## src/rtl/ft_error_detector.sv

```systemverilog
// ft_error_detector
// Lockstep (DMR) write-back comparator feeding the recovery control block.
// A divergence between the two cores' register write-back buses raises a
// single-cycle error pulse that starts register replay. Comparison is masked
// while recovery is in progress (fetch_block_i). A repeat divergence inside the
// post-recovery guard window, or a missing recovery acknowledge, latches a
// sticky permanent-fault flag.
//
// Timing: stage 1 registers both buses; stage 2 compares the registered buses
// and steers the FSM. The FSM enters REPORT on that edge, so a divergence
// presented in cycle N shows up as error_o in cycle N+2.
module ft_error_detector #(
   parameter int DATA_WIDTH     = 32,
   parameter int ADDR_WIDTH     = 5,
   parameter int PERSIST_WINDOW = 16,
   parameter int ACK_TIMEOUT    = 4,
   parameter int CNT_WIDTH      = 8
) (
   input  logic                  clk,
   input  logic                  rst_i,
   input  logic                  core0_we_i,
   input  logic [ADDR_WIDTH-1:0] core0_waddr_i,
   input  logic [DATA_WIDTH-1:0] core0_wdata_i,
   input  logic                  core1_we_i,
   input  logic [ADDR_WIDTH-1:0] core1_waddr_i,
   input  logic [DATA_WIDTH-1:0] core1_wdata_i,
   input  logic                  fetch_block_i,
   output logic                  error_o,
   output logic                  fault_permanent_o,
   output logic [CNT_WIDTH-1:0]  error_count_o
);

   // Counter widths sized so the load values fit.
   localparam int GUARD_W = $clog2(PERSIST_WINDOW + 1);
   localparam int TMO_W   = $clog2(ACK_TIMEOUT + 1);

   typedef enum logic [2:0] {
      MONITOR  = 3'd0,
      REPORT   = 3'd1,
      WAIT_ACK = 3'd2,
      RECOVER  = 3'd3,
      GUARD    = 3'd4,
      HALT     = 3'd5
   } state_t;

   // Saturating increment for the error counter: sticks at all-ones.
   function automatic logic [CNT_WIDTH-1:0] sat_inc(input logic [CNT_WIDTH-1:0] v);
      if (&v) begin
         return v;
      end
      return v + CNT_WIDTH'(1);
   endfunction

   // Two write-back beats disagree if only one core writes, or both write
   // with a different address or value. Idle beats never disagree.
   function automatic logic wb_differs(
      input logic                  we0,
      input logic [ADDR_WIDTH-1:0] addr0,
      input logic [DATA_WIDTH-1:0] data0,
      input logic                  we1,
      input logic [ADDR_WIDTH-1:0] addr1,
      input logic [DATA_WIDTH-1:0] data1
   );
      return (we0 != we1) | (we0 & we1 & ((addr0 != addr1) | (data0 != data1)));
   endfunction

   state_t state;
   state_t next_state;

   logic                  we0_p1;
   logic [ADDR_WIDTH-1:0] waddr0_p1;
   logic [DATA_WIDTH-1:0] wdata0_p1;
   logic                  we1_p1;
   logic [ADDR_WIDTH-1:0] waddr1_p1;
   logic [DATA_WIDTH-1:0] wdata1_p1;
   logic                  vld_p1;

   logic                  mismatch_p2;
   logic                  flush;
   logic                  count_inc;
   logic                  fault_set;
   logic                  tmo_clr;
   logic                  tmo_inc;
   logic                  guard_load;
   logic                  guard_dec;

   logic [TMO_W-1:0]      tmo_cnt;
   logic [GUARD_W-1:0]    guard_cnt;
   logic [CNT_WIDTH-1:0]  err_cnt;
   logic                  fault_reg;

   // ---- stage 1: capture both write-back buses ----
   // A beat captured while recovery is active, or on a flush edge, is marked
   // invalid so it can never be compared later.
   always_ff @(posedge clk) begin
      if (rst_i) begin
         vld_p1    <= 1'b0;
         we0_p1    <= 1'b0;
         waddr0_p1 <= '0;
         wdata0_p1 <= '0;
         we1_p1    <= 1'b0;
         waddr1_p1 <= '0;
         wdata1_p1 <= '0;
      end else begin
         vld_p1    <= ~fetch_block_i & ~flush;
         we0_p1    <= core0_we_i;
         waddr0_p1 <= core0_waddr_i;
         wdata0_p1 <= core0_wdata_i;
         we1_p1    <= core1_we_i;
         waddr1_p1 <= core1_waddr_i;
         wdata1_p1 <= core1_wdata_i;
      end
   end

   // ---- stage 2: compare registered buses, masked during recovery ----
   assign mismatch_p2 = vld_p1 & ~fetch_block_i &
                        wb_differs(we0_p1, waddr0_p1, wdata0_p1,
                                   we1_p1, waddr1_p1, wdata1_p1);

   // FSM state register.
   always_ff @(posedge clk) begin
      if (rst_i) begin
         state <= MONITOR;
      end else begin
         state <= next_state;
      end
   end

   // FSM next-state and control strobes.
   always_comb begin
      next_state = state;
      flush      = 1'b0;
      count_inc  = 1'b0;
      tmo_clr    = 1'b0;
      tmo_inc    = 1'b0;
      guard_load = 1'b0;
      guard_dec  = 1'b0;
      unique case (state)
         MONITOR: begin
            if (mismatch_p2) begin
               next_state = REPORT;
            end
         end
         REPORT: begin
            // Single pulse cycle; discard whatever was in flight behind it.
            count_inc  = 1'b1;
            flush      = 1'b1;
            tmo_clr    = 1'b1;
            next_state = WAIT_ACK;
         end
         WAIT_ACK: begin
            if (fetch_block_i) begin
               next_state = RECOVER;
            end else if (tmo_cnt == TMO_W'(ACK_TIMEOUT - 1)) begin
               next_state = HALT;
            end else begin
               tmo_inc = 1'b1;
            end
         end
         RECOVER: begin
            if (!fetch_block_i) begin
               flush      = 1'b1;
               guard_load = 1'b1;
               next_state = GUARD;
            end
         end
         GUARD: begin
            // A mismatch wins over window expiry in the same cycle.
            if (mismatch_p2) begin
               next_state = HALT;
            end else if (guard_cnt <= GUARD_W'(1)) begin
               next_state = MONITOR;
            end else begin
               guard_dec = 1'b1;
            end
         end
         HALT: begin
            next_state = HALT;
         end
         default: begin
            next_state = MONITOR;
         end
      endcase
   end

   assign fault_set = (next_state == HALT) & (state != HALT);

   // Acknowledge timeout counter, cleared while reporting.
   always_ff @(posedge clk) begin
      if (rst_i) begin
         tmo_cnt <= '0;
      end else if (tmo_clr) begin
         tmo_cnt <= '0;
      end else if (tmo_inc) begin
         tmo_cnt <= tmo_cnt + TMO_W'(1);
      end
   end

   // Post-recovery guard window counter.
   always_ff @(posedge clk) begin
      if (rst_i) begin
         guard_cnt <= '0;
      end else if (guard_load) begin
         guard_cnt <= GUARD_W'(PERSIST_WINDOW);
      end else if (guard_dec) begin
         guard_cnt <= guard_cnt - GUARD_W'(1);
      end
   end

   // Saturating count of issued error pulses.
   always_ff @(posedge clk) begin
      if (rst_i) begin
         err_cnt <= '0;
      end else if (count_inc) begin
         err_cnt <= sat_inc(err_cnt);
      end
   end

   // Sticky permanent-fault flag, set on the edge that enters HALT.
   always_ff @(posedge clk) begin
      if (rst_i) begin
         fault_reg <= 1'b0;
      end else if (fault_set) begin
         fault_reg <= 1'b1;
      end
   end

   assign error_o           = (state == REPORT);
   assign fault_permanent_o = fault_reg;
   assign error_count_o     = err_cnt;

endmodule

```

## config.mk

```make
export PLATFORM = sky130hd
export DESIGN_NAME = ft_error_detector
export DESIGN_NICKNAME = d
export VERILOG_FILES = /design/src/rtl/ft_error_detector.sv
export SDC_FILE = /design/constraint.sdc
export NUM_CORES = 1
export LEC_CHECK = 0
export BUFFER_PORTS_ARGS = -buffer_cell sky130_fd_sc_hd__buf_4
export CAP_MARGIN = 20
export CORE_AREA = 3 3 73 109
export DETAILED_ROUTE_END_ITERATION = 16
export DIE_AREA = 0 0 76 112
export MAX_ROUTING_LAYER = met4
export PLACE_DENSITY = 0.76
export SLEW_MARGIN = 20
export SYNTH_ARGS = -nofsm -noshare
export SYNTH_HDL_FRONTEND = slang
export SYNTH_SLANG_ARGS = --single-unit
```

## constraint.sdc

```tcl
create_clock -name clk -period 2.4 [get_ports clk]
set_clock_uncertainty 0.1 [all_clocks]
set_input_delay 0.48 -clock clk [delete_from_list [all_inputs] [get_ports clk]]
set_output_delay 0.48 -clock clk [all_outputs]
set_load 0.005 [all_outputs]
```

# Word level (Yosys, flattened, before mapping)
# Cells that the tools add are included.
# classes
muxes	23
n_eq_ne	12
order_cmp	1
addsub	3
reduce_logical	6
bitwise_logic	10
# op_table
operator	n
32-bit inequality test	1
3-bit 2-to-1 mux	6
3-bit one-hot mux with 6 select lines	1
1-bit 2-to-1 mux	12
5-bit 2-to-1 mux	2
3-bit by 2-bit equality test with 1-bit output, second input constant	3
3-bit equality test, second input constant	3
8-bit by 1-bit adder with 8-bit output, second input constant	1
8-bit 2-to-1 mux	1
8-bit AND reduction	1
1-bit bitwise AND	6
5-bit by 1-bit <= comparator with 1-bit output, second input constant	1
5-bit inequality test	1
5-bit by 1-bit subtractor with 5-bit output, second input constant	1
2-bit OR reduction	2
3-bit by 1-bit adder with 3-bit output, second input constant	1
3-bit by 1-bit equality test with 1-bit output, second input constant	1
3-bit zero test	1
3-bit inequality test, second input constant	1
2-bit inequality test, second input constant	1
1-bit inverter	2
1-bit OR	2
1-bit one-hot mux with 2 select lines	1
2-bit AND reduction	1
2 further kinds	2
# totals
reg_bits	97
out_inout_bits	10
wordCells	68

# Depth between registers and ports, before layout
# Gate-level depths: netlist (run 1).
# depth
depth_word	9
ltp_mapped	7

# Least setup slack after synthesis (run 1)
# Ideal clock, no wire load.
# synth_timing
path_kind	register to register
start	reg guard_cnt[1]
end	reg guard_cnt[1]
slack_ps	685
n_path_buf	0
arrival_time_ps	1491
stages_incl_launch_ff	7
period_less_slack_ps	1715
cell_sequence	dfxtp_1 -> inv_1 -> ha_1 -> a21oi_1 -> o41a_1 -> and2_2 -> o311a_2
# synth_via
elab_chain_len	4
elab_cells_between_ends	5
# synth_rtl
item	line_no	text
from (decl)	88	logic [GUARD_W-1:0] guard_cnt;
from (signal assigned)	204	guard_cnt <= GUARD_W'(PERSIST_WINDOW);
from (signal assigned)	206	guard_cnt <= guard_cnt - GUARD_W'(1);
5-bit by 1-bit <= comparator with 1-bit output	171	end else if (guard_cnt <= GUARD_W'(1)) begin
1-bit 2-to-1 mux	171	
1-bit 2-to-1 mux	169	if (mismatch_p2) begin
1-bit 2-to-1 mux	138	unique case (state)
# Parallel ways exist; a longest one is shown, timed or not.
# A chain may end at the register's enable or synchronous reset.

# Final worst setup path (run 1)
# layout_timing
start	reg state[0]
end	out error_o
# layout_via
elab_chain_len	1
# layout_rtl
item	line_no	text
from (decl)	67	state_t state;
from (signal assigned)	125	state <= next_state;
3-bit by 1-bit equality test with 1-bit output	228	assign error_o = (state == REPORT);
to (decl)	28	output logic error_o,
# No other way between the ends.

==> results by group, run 1 <==
Clock tree
  – CTS root buffer: clkbuf_8
  – Post-CTS sizing: 0
  – Clock tree sinks: 97
  – Clock slew at reported path FFs: 0.08 ns
  – Cts hold-fix bufs: 0
  – H-tree levels: 3
  – CTS tree: yes
  – Worst skew pair latency: 0.35 ns
  – Clk buf depth: 2
  – Cts bufs inserted: 9
  – Post-CTS Setup Repair Bufs: 0

Cells and area
  – Multi-input gate area: 0.00161 mm2
  – Layout cells sized above 1: 27.9%
  – Finished Layout Cells: 530
  – Layout Nets: 513
  – Final std cell area, no fill: 0.00454 mm2
  – Filler cell count: 595
  – Layout area overhead: 25.8%
  – # diodes: 0
  – Register area: 0.00194 mm2

STA
  – Final Setup Violations: 0
  – Final worst-path cycle share: 82.9%
  – Final Max Tran Viols: 0
  – Fmax: 0.503 GHz
  – RSZ-0062 raised after global routing: false
  – Tmin final: 1.99 ns
  – Hold Vio Cnt, Final: 0
  – Worst-Margin Slew: 0.481 ns
  – Setup Total Neg Slack: 0 ns
  – Relative slew slack: 67.7%
  – Worst setup margin: 0.411 ns
  – Hold Slack: 0.238 ns

Critical path
  – Crit path depth: 2
  – Crit-path max FO: 12
  – Slowest CP cell: dfxtp_1
  – Top delay family on crit path: flip-flops
  – Worst path max stage delay: 0.54 ns
  – Worst path arrival time: 1.41 ns
  – CP Buf/Inv Count: 1
  – Reg2reg path depth: 6
  – CP Launch Type: flop
  – Critical-path cell list: nor3b_2 > buf_4
  – Critical Path End Type: primary output
  – Req. time, crit path: 1.82 ns
  – WS Path Type: reg -> out

Worst hold path
  – Worst Hold Depth: 2
  – HP Class: in -> reg

Floorplanning
  – Width of the die: 76 um
  – Die outline area: 0.00851 mm2
  – Cell Rows: 38
  – Die Y: 112 um
  – Starting density of the core: 50.3%
  – I/O pins: 89
  – CORE AREA: 0.00718 mm2

Logic synthesis
  – Yosys top cell by area: dfxtp_1
  – Async SR Flop Fraction: 0%
  – Largest family of logic cells by synthesized area: simple AND/OR/NAND/NOR gates
  – Complex-gate fraction of the synthesized area: 5.24%
  – Post-synthesis cell area: 0.00361 mm2
  – Sequential share of the synthesized area: 53.8%
  – Multiplexer share of the synthesized area: 1.11%
  – Most common library cells after synthesis: 97 x dfxtp_1, 78 x nor2b_1, 40 x xnor2_1, 17 x nor2_1, 11 x nand4_1
  – Synth Area in Adders: 2.08%
  – XOR/XNOR Fraction of Synth Area: 10.7%
  – Syn nets: 423
  – Mean Syn Cell Area: 10.7 um2
  – Distinct cell type count after synthesis: 42
  – Post-synthesis simple-gate area fraction: 25.5%
  – Ranking of synthesized cells by area: dfxtp_1 54%, nor2b_1 14%, xnor2_1 9.7%
  – Synth Flop Type: dfxtp_1
  – Yosys reg bits: 97
  – Post-synth EDFFs: 0
  – Synth warn: 0
  – Share of Yosys cell area claimed by the top area cell type: 53.8%
  – Post-Synthesis Cells: 338
  – Top-count cell post-synth: dfxtp_1

Global route
  – GR Util All Layers: 15.7%
  – Grt ovf: 0
  – Vias in the first global route: 2,481
  – Pin count of the biggest net entering global routing: 50
  – Initial antenna violation count: 0
  – First-pass GRT wire length: 10,300 um

Detailed routing
  – ANT nets after route: 0
  – Wire per inst: 12.0 um
  – Drt via density: 4.70
  – Drt total wl: 6350 um
  – DRT iter0 DRCs: 101
  – Drt pass-1 iters: 5
  – Total vias in the final route: 2,492
  – DRC: 0

Placement
  – Post-DP HPWL: 4900 um
  – Dpl cells: 517
  – Dpl ws: 0.596 ns
  – Gpl congestion: 0.868
  – Post-DP Area: 0.00437 mm2
  – Number of I/O port buffers: 88

Run status
  – Status: completed

Power
  – Worst IR Drop VDD: 527 uV
  – Power per cell area: 646 mW/mm2
  – Leakage power: 1.81 nW

Flow run
  – Max_cap viols: 0
[metrics by stage]
step	total power, W	util (%)
2_1_floorplan	0.00190	-
3_3_place_gp	0.00202	60.8
3_5_place_dp	0.00203	60.8
4_1_cts	0.00297	63.2
5_1_grt	0.00306	63.2
6_report	0.00293	63.2
[path summary, 6_finish.rpt]
check / startpoint / end / slack, ns
worst min register to register: tmo_cnt[2]$_SDFFE_PP0P_ / tmo_cnt[2]$_SDFFE_PP0P_ / 0.41
worst max-delay path: state[0]$_SDFF_PP0_ / error_o / 0.41
worst min-delay path: core0_wdata_i[27] / wdata0_p1[27]$_SDFF_PP0_ / 0.24
worst max register to register: guard_cnt[1]$_SDFFE_PP0P_ / guard_cnt[1]$_SDFFE_PP0P_ / 0.58
[power breakdown]
part	internal [W]	switching, W	leakage [nW]
sequential	0.00168	0.0000321	0.803
clock	0.000460	0.000488	0.0868
combinational	0.000172	0.0000994	0.917
[layout make-up]
type,count,area share [%]
clock buffer,9,2.73
clock inverter,4,1.05
inverter,4,0.331
multi-input combinational,226,35.5
sequential,97,42.8
tap,100,2.76
timing repair buffer,90,14.9
[registers in the layout (all words and copies together), names as in the netlist]
register and cells:
we0_p1 1, guard_cnt 5, error_count_o 8, wdata0_p1 32, wdata1_p1 32, fault_permanent_o 1, waddr1_p1 5, state 3
tmo_cnt 3, waddr0_p1 5, we1_p1 1, vld_p1 1
[routing by layer]
metal / up-vias / track usage [%] / wire [um]
met5: - / - / 0
met3: 13 / 5.26 / 299
li1: 1295 / - / -
met4: 0 / 7.26 / 157
met1: 1123 / 16.0 / 2500
met2: 61 / 27.2 / 3390
[cell families after synthesis]
kind of cell | after synthesis
xor+xnor | 44
compound gates | 27
mux | 4
fa+ha+maj | 6
buf+inv | 15
simple gates | 145
flops | 97
[layout by cell type, fill, tap and decap left out, types with 5 or more instances in the layout]
cell type,count
nor2b_1,78
a21oi_1,6
buf_4,90
nand2_1,7
nand4_1,11
ha_1,6
xnor2_1,40
dfxtp_1,97
nand3_1,5
nor2_1,17
clkbuf_8,9
No activity file was read; power rests on OpenSTA's default activity.
==> inputs of run 2 (changes only) <==
ABC_AREA = 1   (was not set)
CORE_AREA = 3 3 74 110   (was 3 3 73 109)
DIE_AREA = 0 0 77 113   (was 0 0 76 112)
PLACE_DENSITY = 0.77   (was 0.76)
clock period = 2 ns   (was 2.4 ns; I/O delays follow)
==> run 2 against run 1 <==
Against the previous run: global-route usage grew 2.2 points; wire length grew 16%; die area grew 2.2%; final area grew 6.3%; combinational power grew 30%; via count grew 24%; synthesized cell count grew 47%; flip-flop and latch count is the same; total power grew 29%; sequential share of layout area shrank 2.5 points; register-to-register slack lost 0.39 ns; critical path type is now reg -> reg; critical endpoint is now guard_cnt[2]$_SDFFE_PP0P_.
==> results by group, run 2 <==
Worst hold path
  – HP Class: in -> reg

Power
  – Leakage power: 2.49 nW (+38%)
  – Power per cell area: 785 mW/mm2 (+22%)
  – Worst IR Drop VDD: 681 uV (+29%)

STA
  – Hold Slack: 0.151 ns (-0.0870 ns)
  – Fmax: 0.552 GHz
  – Tmin final: 1.81 ns
  – Worst-Margin Slew: 0.349 ns (-0.132 ns)
  – Final Setup Violations: 0 (unchanged)
  – Final worst-path cycle share: 90.6%
  – Hold Vio Cnt, Final: 0 (unchanged)
  – Relative slew slack: 76.6% (+8.9 points)
  – Final Max Tran Viols: 0 (unchanged)

Global route
  – Initial antenna violation count: 0 (unchanged)
  – Grt ovf: 0 (unchanged)
  – Pin count of the biggest net entering global routing: 63 (+26%)
  – GR Util All Layers: 17.9% (+2.2 points)
  – Vias in the first global route: 3,075 (+24%)
  – First-pass GRT wire length: 12,200 um (+18%)

Detailed routing
  – Drt pass-1 iters: 4 (-1)
  – Drt via density: 4.45 (-5.3%)
  – DRT iter0 DRCs: 204 (+100%)
  – Drt total wl: 7340 um (+16%)
  – Total vias in the final route: 3,100 (+24%)
  – DRC: 0 (unchanged)
  – ANT nets after route: 0 (unchanged)
  – Wire per inst: 10.5 um (-12%)

Logic synthesis
  – Yosys top cell by area: dfxtp_1
  – Distinct cell type count after synthesis: 31 (-26%)
  – Share of Yosys cell area claimed by the top area cell type: 51.3% (-2.5 points)
  – Yosys reg bits: 97 (unchanged)
  – Multiplexer share of the synthesized area: 0% (-1.1 points)
  – Async SR Flop Fraction: 0% (unchanged)
  – Post-Synthesis Cells: 498 (+47%)
  – Synth Flop Type: dfxtp_1
  – Post-synthesis simple-gate area fraction: 22.1% (-3.4 points)
  – Sequential share of the synthesized area: 51.3% (-2.5 points)
  – Complex-gate fraction of the synthesized area: 5.22% (-0.016 points)
  – Ranking of synthesized cells by area: dfxtp_1 51%, inv_1 12%, nor2_1 11%
  – Synth Area in Adders: 1.98% (-0.098 points)
  – Syn nets: 583 (+38%)
  – Mean Syn Cell Area: 7.61 um2 (-29%)
  – Largest family of logic cells by synthesized area: simple AND/OR/NAND/NOR gates
  – Most common library cells after synthesis: 120 x inv_1, 111 x nor2_1, 97 x dfxtp_1, 65 x nand2_1, 22 x xnor2_1
  – XOR/XNOR Fraction of Synth Area: 6.24% (-4.4 points)
  – Post-synthesis cell area: 0.00379 mm2 (+5.0%)
  – Post-synth EDFFs: 0 (unchanged)
  – Top-count cell post-synth: inv_1
  – Synth warn: 0 (unchanged)

Cells and area
  – Final std cell area, no fill: 0.00482 mm2 (+6.3%)
  – # diodes: 0 (unchanged)
  – Layout Nets: 676 (+32%)
  – Commonest non-fill, non-tap cell in the layout: inv_1
  – Layout area overhead: 27.4%
  – Fin util: 66.3% (+3.1 points)
  – Layout cells sized above 1: 20.8% (-7.1 points)
  – Commonest non-fill, non-tap cells in the layout: 119 x inv_1, 111 x nor2_1, 96 x dfxtp_1
  – Finished Layout Cells: 696 (+31%)

Critical path
  – Worst path arrival time: 1.95 ns (+0.54 ns)
  – Critical Path End Type: flop
  – WS Path Type: reg -> reg
  – CP Launch Type: flop
  – Req. time, crit path: 2.14 ns (+0.32 ns)
  – Crit-path max FO: 6 (-6)

Clock tree
  – Clock slew at reported path FFs: 0.09 ns (about the same)
  – Worst skew pair latency: 0.35 ns (about the same)
  – Cts hold-fix bufs: 0 (unchanged)
  – CTS tree: yes
  – Cts bufs inserted: 9 (unchanged)
  – CTS root buffer: clkbuf_8
  – Clock tree sinks: 97 (unchanged)
  – H-tree levels: 3 (unchanged)
  – Clk buf depth: 2 (unchanged)

Floorplanning
  – I/O pins: 89 (unchanged)
  – Cell Rows: 38 (unchanged)
  – Die outline area: 0.00870 mm2 (+2.2%)
  – Starting density of the core: 52.1% (+1.8 points)
  – CORE AREA: 0.00727 mm2 (+1.3%)
  – Die Y: 113 um (+0.89%)
  – Width of the die: 77 um (+1.3%)

Placement
  – Post-DP Area: 0.00457 mm2 (+4.6%)
  – Number of I/O port buffers: 88 (unchanged)
  – Dpl cells: 679 (+31%)
  – Post-DP HPWL: 5570 um (+14%)
  – Gpl congestion: 0.755 (-13%)

Run status
  – Status: completed

Flow run
  – Max_cap viols: 0 (unchanged)
==> run 2: cell types whose count changed in the layout (fill, tap and decap cells not counted), sizes merged, moves of 5 or more <==
cell	delta
inv	+119
nor2	+95
nor2b	-78
nand2	+59
xnor2	-18
a21oi	+13
nand4	-9
nand3	+6
o21ai	+5
==> run 2: critical path, stage by stage, from the launching register on <==
cell and delay, ns:
dfxtp_1 0.32, or2_0 0.21, a21oi_1 0.13, nand3_1 0.10, nor2_1 0.13, nand3_1 0.09, nand2_1 0.06, nand2_1 0.08
nand2_1 0.07, nand2_1 0.11, inv_2 0.13, nand3_1 0.07, nand2_1 0.07, a21oi_1 0.04
==> run 2: kinds of logic after synthesis <==
kind of cell             count (synthesis)
AND/OR/NAND/NOR                        202
buffers and inverters                  132
flip-flops                              97
AO/OA/AOI/OAI                           34
XOR/XNOR                                27
adder cells (fa/ha/maj)                  6
==> run 2: cell type report <==
| class | count | area (um2) |
|---|---|---|
| Clock inverter | 5 | 77.6 |
| Sequential cell | 97 | 1940 |
| Inverter | 123 | 464 |
| Multi-Input combinational cell | 269 | 1370 |
| Fill cell | 654 | 2450 |
| Tap cell | 100 | 125 |
| Clock buffer | 11 | 151 |
| Timing Repair Buffer | 91 | 696 |
==> run 2: where the power goes <==
group          internal [W]  total [W]  switching [W]
clock              0.000768    0.00138       0.000612
sequential          0.00202    0.00205      0.0000386
combinational      0.000195   0.000351       0.000156
total               0.00298    0.00379       0.000807
==> run 2: repair_timing <==
| action | 4_1_cts | 5_1_grt |
|---|---|---|
| setup buffers | 0 | 1 |
| endpoints found under the setup margin | 0 | 5 |
| gates resized for setup | 0 | 6 |
==> run 2: stage by stage <==
step	power, W	worst slack [ns]	TNS (ns)
CTS	0.00384	0.146	0
floorplan	0.00228	0.327	0
global route	0.00398	-0.0114	-0.0114
global placement	0.00244	0.207	0
detailed placement	0.00246	0.157	0
finish	0.00379	0.188	0
==> run 2: worst paths after layout <==
path | cells after the start | to | startpoint | slack (ns)
worst min register to register | 2 | fault_permanent_o$_SDFFE_PP0P_ | fault_permanent_o$_SDFFE_PP0P_ | 0.36
worst min-delay path | 3 | wdata1_p1[8]$_SDFF_PP0_ | core1_wdata_i[8] | 0.15
worst max-delay path | 13 | guard_cnt[2]$_SDFFE_PP0P_ | wdata1_p1[11]$_SDFF_PP0_ | 0.19
worst max register to register | 13 | guard_cnt[2]$_SDFFE_PP0P_ | wdata1_p1[11]$_SDFF_PP0_ | 0.19
==> run 2: metal layers <==
metal  wire [um]  vias to the layer above  share of wire, %  GRT usage, %
li1            -                     1632                 -             -
met1        2880                     1392                39          17.5
met2        4020                       63                55          33.5
met3         289                       13               3.9          4.46
met4         148                        0               2.0          7.36
met5           0                        -                 0             -
